File: src/rtl/uart_pkg.sv
// Shared UART definitions: FSM state encodings and default baud timing.
// Used by both the receiver and the console transmitter so both ends agree on bit time.
package uart_pkg;

  localparam int CYCLES_DEFAULT = 10416;  // 100 MHz / 9600 baud
  localparam int CNT_W_DEFAULT  = 14;

  typedef enum logic [2:0] {
    S_IDLE   = 3'd0,
    S_START  = 3'd1,
    S_DATA   = 3'd2,
    S_STOP   = 3'd3,
    S_PARITY = 3'd4
  } state_t;

endpackage

File: src/rtl/uart_rx_sync.sv
// Two-flop synchroniser for an asynchronous input; RST_VAL sets the reset level.
module uart_rx_sync #(
  parameter logic RST_VAL = 1'b1
) (
  input  logic clk,
  input  logic reset_n,
  input  logic d,
  output logic q
);

  logic meta;

  always_ff @(posedge clk or negedge reset_n) begin
    if (!reset_n) begin
      meta <= RST_VAL;
      q    <= RST_VAL;
    end else begin
      meta <= d;
      q    <= meta;
    end
  end

endmodule

File: src/rtl/uart_rx.sv
// UART receiver, 8N1 LSB first, mid-bit sampling, valid/ready holding register.
// Define UART_RX_PARITY_EN for 8E1 framing; a bad parity bit is reported as frame_err.
module uart_rx
  import uart_pkg::*;
#(
  parameter int CYCLES = CYCLES_DEFAULT,
  parameter int CNT_W  = CNT_W_DEFAULT
) (
  input  logic       clk,
  input  logic       reset_n,
  input  logic       rx,
  output logic [7:0] data,
  output logic       valid,
  input  logic       ready,
  output logic       frame_err,
  output logic       overrun
);

  localparam logic [CNT_W-1:0] HALF_TC = CNT_W'(CYCLES / 2 - 1);
  localparam logic [CNT_W-1:0] BIT_TC  = CNT_W'(CYCLES - 1);

  state_t           state;
  logic [CNT_W-1:0] timer;
  logic [2:0]       bit_idx;
  logic [7:0]       shreg;
  logic             rx_s;
  logic             rx_q;
  logic             stop_good;

`ifdef UART_RX_PARITY_EN
  logic par_err;
  assign stop_good = rx_s && !par_err;
`else
  assign stop_good = rx_s;
`endif

  uart_rx_sync #(.RST_VAL(1'b1)) u_sync (
    .clk     (clk),
    .reset_n (reset_n),
    .d       (rx),
    .q       (rx_s)
  );

  always_ff @(posedge clk or negedge reset_n) begin
    if (!reset_n) begin
      state     <= S_IDLE;
      timer     <= '0;
      bit_idx   <= '0;
      shreg     <= '0;
      rx_q      <= 1'b1;
      data      <= 8'h00;
      valid     <= 1'b0;
      frame_err <= 1'b0;
      overrun   <= 1'b0;
`ifdef UART_RX_PARITY_EN
      par_err   <= 1'b0;
`endif
    end else begin
      rx_q      <= rx_s;
      frame_err <= 1'b0;
      overrun   <= 1'b0;
      // A load in S_STOP below overrides this, giving accept-and-reload with no bubble.
      if (valid && ready) valid <= 1'b0;

      case (state)
        S_IDLE: begin
          timer <= '0;
          if (rx_q && !rx_s) state <= S_START;
        end
        S_START: begin
          if (timer == HALF_TC) begin
            timer   <= '0;
            bit_idx <= '0;
            state   <= rx_s ? S_IDLE : S_DATA;
          end else begin
            timer <= timer + 1'b1;
          end
        end
        S_DATA: begin
          if (timer == BIT_TC) begin
            timer          <= '0;
            shreg[bit_idx] <= rx_s;
            if (bit_idx == 3'd7) begin
`ifdef UART_RX_PARITY_EN
              state <= S_PARITY;
`else
              state <= S_STOP;
`endif
            end else begin
              bit_idx <= bit_idx + 3'd1;
            end
          end else begin
            timer <= timer + 1'b1;
          end
        end
`ifdef UART_RX_PARITY_EN
        S_PARITY: begin
          if (timer == BIT_TC) begin
            timer   <= '0;
            par_err <= ^shreg ^ rx_s;
            state   <= S_STOP;
          end else begin
            timer <= timer + 1'b1;
          end
        end
`endif
        S_STOP: begin
          // Leave mid stop bit so a back-to-back start edge is never missed.
          if (timer == BIT_TC) begin
            timer <= '0;
            state <= S_IDLE;
            if (stop_good) begin
              if (!valid || ready) begin
                data  <= shreg;
                valid <= 1'b1;
              end else begin
                overrun <= 1'b1;
              end
            end else begin
              frame_err <= 1'b1;
            end
          end else begin
            timer <= timer + 1'b1;
          end
        end
        default: begin
          state <= S_IDLE;
          timer <= '0;
        end
      endcase
    end
  end

endmodule

File: config.mk
export PLATFORM = sky130hd
export DESIGN_NAME = uart_rx
export DESIGN_NICKNAME = d
export VERILOG_FILES = /design/src/rtl/uart_pkg.sv /design/src/rtl/uart_rx_sync.sv /design/src/rtl/uart_rx.sv
export SDC_FILE = /design/constraint.sdc
export NUM_CORES = 1
export LEC_CHECK = 0
export ABC_AREA = 1
export BUFFER_PORTS_ARGS = -buffer_cell sky130_fd_sc_hd__buf_2
export CAP_MARGIN = 25
export CORE_AREA = 4 4 65 67
export DETAILED_ROUTE_END_ITERATION = 8
export DIE_AREA = 0 0 69 71
export HOLD_SLACK_MARGIN = 0.03
export PLACE_DENSITY = 0.84
export SYNTH_ARGS = -nofsm -noshare
export SYNTH_HDL_FRONTEND = slang
export SYNTH_SLANG_ARGS = --single-unit
File: constraint.sdc
create_clock -name clk -period 1.7 [get_ports clk]
set_input_delay 0.34 -clock clk [delete_from_list [all_inputs] [get_ports clk]]
set_output_delay 0.34 -clock clk [all_outputs]
set_load 0.005 [all_outputs]
== Yosys cells after proc, flatten, opt, wreduce, memory -nomap -nowiden ==
Index checks and enable logic that the tools add are counted.

* Flip-flop bits (word level): 42

* Add/subtract/negate cells: 2
* Magnitude comparators: 2
* Eq/ne operators: 12
* Muxes and demuxes: 29
* Reductions and logical operators: 13

{| class="wikitable"
|+ Operator list
! cell !! count
|-
| two-way mux 14 bit || 2
|-
| one-hot mux 14 bit (2 select lines) || 1
|-
| two-way mux 3 bit || 8
|-
| adder 14 x 1 -> 14 bit (second input constant) || 1
|-
| == test 14 x 13 -> 1 bit (second input constant) || 1
|-
| == test 14 bit (second input constant) || 1
|-
| two-way mux 1 bit || 13
|-
| != test 2 bit (second input constant) || 6
|-
| one-hot mux 3 bit (4 select lines) || 1
|-
| bitwise mux 8 bit || 1
|-
| AND reduction 4 bit || 2
|-
| == test 3 x 2 -> 1 bit (second input constant) || 2
|-
| one-hot mux 3 bit (2 select lines) || 1
|-
| AND reduction 5 bit || 1
|-
| less-than comparator 3 x 4 -> 1 bit (second input constant) || 1
|-
| adder 3 x 1 -> 3 bit (second input constant) || 1
|-
| demux 1 bit (select 3 bit) || 1
|-
| == test 3 x 1 -> 1 bit (second input constant) || 1
|-
| == test 3 bit (second input constant) || 1
|-
| greater-or-equal comparator 3 x 1 -> 1 bit (second input constant) || 1
|-
| logical AND 1 bit || 3
|-
| zero test 3 bit || 1
|-
| zero test 1 bit || 2
|-
| two-way mux 2 bit || 1
|-
| 4 further kinds || 4
|}

== Logic depth before layout (Yosys ltp) ==
* Depth in word-level cells: 6
* Gate-level depth with buffers: 12
* Mapped depth without buffers: 12

== Hierarchy ==
Synthesis repeated with hierarchy kept, for this count alone.

* Cells, all modules: 261
* Area, all modules: 2064.5 µm²

{| class="wikitable"
|+ By module, submodules not included
! module !! times used !! cells each !! area an instance (µm²) !! seq. area each (µm²)
|-
| uart_rx || 1 || 259 || 2011.9 || 977.2
|-
| uart_rx_sync || 1 || 2 || 52.6 || 52.6
|}

== Least setup slack after synthesis ==
Ideal clock, no wire load.

* Kind: reg2reg
* From: register timer[0]
* To: register data[5]
* Library setup time: 0.117 ns
* Arrival time: 1.331 ns
* Data required time: 1.583 ns
* Slack: 0.251 ns
* Cell stages (with the launch flop): 12
* Buffers on the path: 1
* Clock period less this slack: 1.449 ns
* Cells stage by stage: dfrtp_1 ha_1 nand2_2 inv_2 nand2_2 nor2_2 nand2_2 clkinv_2 nand3_4 buf_6 nand2_1 o21ai_2

* Cells in the longest elaborated chain, start to end: 2

{| class="wikitable"
|+ RTL lines
! element !! RTL line !! text
|-
| start: declaration || uart_rx.sv:23 || <nowiki>logic [CNT_W-1:0] timer;</nowiki>
|-
| start signal: assignment || uart_rx.sv:76 || <nowiki>timer <= timer + 1'b1;</nowiki>
|-
| start signal: assignment || uart_rx.sv:93 || <nowiki>timer <= timer + 1'b1;</nowiki>
|-
| start signal: assignment || uart_rx.sv:123 || <nowiki>timer <= timer + 1'b1;</nowiki>
|-
| == test 14 bit || uart_rx.sv:109 || <nowiki>if (timer == BIT_TC) begin</nowiki>
|-
| AND reduction 4 bit (no line) || - ||
|-
| end signal: assignment || uart_rx.sv:114 || <nowiki>data <= shreg;</nowiki>
|-
| end: declaration || uart_rx.sv:12 || <nowiki>output logic [7:0] data,</nowiki>
|}

No other way between the ends.
A chain may end at the register's enable or synchronous reset.

== Final worst setup path ==
* From: register timer[0]
* To: register shreg[1]

* Cells in the longest elaborated chain, start to end: 2

{| class="wikitable"
|+ RTL lines
! element !! RTL line !! text
|-
| == test 14 bit || uart_rx.sv:80 || <nowiki>if (timer == BIT_TC) begin</nowiki>
|-
| AND reduction 2 bit (no line) || - ||
|-
| end signal: indexed assignment || uart_rx.sv:82 || <nowiki>shreg[bit_idx] <= rx_s;</nowiki>
|-
| end: declaration || uart_rx.sv:25 || <nowiki>logic [7:0] shreg;</nowiki>
|}

No other way between the ends.

==> key figures <==
Min path
  – Hold path start: rx
  – Hold WC Path Type: input port to flop
  – Hold path depth: 1

Floorplanning
  – Floorplan Core Area: 0.00363 mm²
  – Height of the die: 71 µm
  – Site Rows: 22
  – DIE AREA: 0.00490 mm²
  – Die width: 69 µm
  – Initial Util: 57.2%
  – # IOs: 15

Drt
  – Wirelength per Cell: 11.9 µm
  – Vias after detailed routing: 1,743
  – Total iterations of the first detailed-routing run: 4
  – Total Routed Length: 4020 µm
  – Via/cell ratio: 5.16
  – Iter 0 DRT Violations: 168
  – Antenna Nets Post-Route: 0
  – DRC viols: 0

STA
  – Worst slew pin tran: 0.345 ns
  – Final Setup Violations: 0
  – Max-slew headroom: 76.9%
  – Setup TNS: 0 ns
  – Worst clock skew: 0.00308 ns
  – Minimum clock period: 1.57 ns
  – RSZ-0062 raised after global routing: true
  – Slew Limit Fails: 0
  – FMAX: 639 MHz
  – Final period util: 92.1%
  – Final hold slack: 0.134 ns
  – Hold Violations, Final: 0

Critical path
  – Cell Chain, Critical Path: ha_1 > nand2_2 > inv_2 > nand2_2 > nor2_2 > nand2_2 > nor2_2 > nand2_1 > nand2_1 > o21ai_1
  – Crit path capture type: flop
  – Reg2Reg Depth: 10
  – Worst EP arrival: 1.74 ns
  – CP dominant cell by count: nand2_2
  – RR Startpoint: timer[0]
  – CP max stage delay: 0.38 ns
  – Worst setup path startpoint: timer[0]
  – Critical path required time: 1.88 ns
  – Critical path type: flop to flop
  – Worst Setup Start Kind: flop
  – CP Buf/Inv Count: 1
  – Crit-path max FO: 4
  – Critical path depth: 10
  – Slowest library cell on the worst path: dfrtp_1
  – CP top delay family: simple AND/OR/NAND/NOR gates

Power and ir drop
  – Lkg Pwr: 1.17 nW
  – Highest ir drop seen on vdd: 545 µV
  – Final Power: 0.00266 W
  – Power Density: 1110 mW/mm²

Status
  – Status: finished, final reports clean

Layout
  – Area delta synth->final: 14.9%
  – Final core utilization: 65.8%
  – Nets: 296
  – Filler cells: 305
  – Fraction of layout cells with a size suffix above 1: 21.7%
  – Fin area: 0.00239 mm²
  – Diodes inserted: 0

Synth
  – YS warnings: 0
  – Post-Syn Area: 0.00208 mm²
  – Post-synth net total: 273
  – #FFs+latches synth: 41
  – Sequential-to-total area share from yosys stat: 49.5%
  – Netlist cell types: 28
  – Synth Area per Inst: 7.82 µm²
  – Cells after synthesis: 266

Global route
  – GRT overflow: 0
  – GRT Total Usage: 17.1%
  – Initial antenna violation count: 0
  – First-pass GRT wire length: 6880 µm
  – Pin count of the biggest net entering global routing: 42
  – Vias in the first global route: 1,539

Placement
  – PortBufs: 14
  – Detailed-placement wirelength estimate: 2670 µm
  – Routability congestion estimate: 0.840
  – Dpl cell area: 0.00221 mm²

Run
  – Max_cap viols: 0

Clock network
  – CTS Buffer Depth: 2
  – H-tree Lvls: 2
  – Clock sinks: 41
  – Clk_lat worst skew: 0.29 ns
  – TritonCTS buffer count: 5
  – Clock slew at reported path FFs: 0.08 ns
  – Root Buffer: clkbuf_8
  – TritonCTS clock tree: yes
-- cells by family after synthesis --
family	Yosys count	share of synthesized area [%]
AOI/OAI and AO/OA	27	8.12
xor gates and xnor gates	4	1.68
adders and majority gates	3	1.81
buffers and inverters	43	8.42
DFF	41	49.5
and+or+nand+nor	148	30.4
-- flip-flops by register name, indices dropped and copies added (netlist names) --
name         count
shreg            8
rx_q             1
timer           14
overrun          1
bit_idx          3
u_sync.meta      1
u_sync.q         1
valid            1
data             8
state            2
frame_err        1
-- power by group --
part           internal [W]  total, W  leakage, nW  switching (W)
Combinational      0.000194  0.000607        0.546       0.000413
Clock              0.000583  0.000921       0.0681       0.000338
Sequential          0.00105   0.00113        0.555      0.0000750
-- per-layer routing --
metal | GRT usage (%) | up-vias | share of wire [%]
li1 | - | 877 | -
met1 | 22.9 | 799 | 45
met2 | 27.1 | 60 | 48
met3 | 4.40 | 7 | 5.5
met4 | 5.86 | 0 | 1.4
met5 | 0 | - | 0
-- through the flow --
| step | setup slack (ns) | std cells |
|---|---|---|
| 6_report | 0.135 | 338 |
| 5_1_grt | -0.0191 | 338 |
| 4_1_cts | 0.0823 | 336 |
| 3_5_place_dp | 0.131 | 327 |
| 3_3_place_gp | 0.155 | 327 |
| 2_1_floorplan | 0.251 | 266 |
-- cells in the final DEF (no fill, tap or decap), drive strengths merged --
cell	netlist	routed
nand4	4	4
ha	3	3
or2	2	2
bufinv	0	2
a21oi	3	3
buf	2	17
dlygate4sd3	0	1
nor3	6	6
nor2	45	45
nand2	82	82
nand3	8	9
xor2	4	4
inv	37	37
clkinv	3	4
and3	1	1
clkbuf	1	5
dfrtp	38	38
o21ai	22	22
a31oi	1	1
o31ai	1	1
dfstp	3	3
-- Yosys cell counts (all sizes together) --
master	n	area share, %
nand2	82	15
dfrtp	38	46
a21oi	3	0.72
buf	2	0.90
clkinv	3	0.60
nor3	6	1.4
clkbuf	1	0.24
dfstp	3	3.8
nand4	4	1.2
xor2	4	1.7
o31ai	1	0.36
o21ai	22	6.7
nor2	45	9.0
or2	2	0.60
a31oi	1	0.30
ha	3	1.8
nand3	8	2.5
inv	37	6.7
and3	1	0.30
-- final timing paths --
path	endpoint	slack (ns)
worst max register to register	shreg[1]	0.13
worst max-delay path	shreg[1]	0.13
min in group asynchronous	timer[4]	0.55
worst min-delay path	u_sync.meta	0.13
max in group asynchronous	u_sync.meta	0.91
worst min register to register	u_sync.q	0.36
-- layout make-up --
| cell class | instances | area (µm²) | share of cell area [%] |
|---|---|---|---|
| Clock inverter | 3 | 65.1 | 2.72 |
| Sequential cell | 41 | 1030 | 43.1 |
| Multi-Input combinational cell | 183 | 900 | 37.6 |
| Clock buffer | 5 | 68.8 | 2.88 |
| Timing Repair Buffer | 18 | 115 | 4.82 |
| Tap cell | 48 | 60.1 | 2.51 |
| Inverter | 40 | 151 | 6.34 |
-- repair_timing --
| action | in CTS | in global routing |
|---|---|---|
| setup buffers | 0 | 1 |
| hold endpoints to repair | 38 | 0 |
| hold buffers | 1 | 0 |
| resized for setup | 0 | 4 |
| setup endpoints to repair | 0 | 20 |
(Power assumes the default switching activity.)
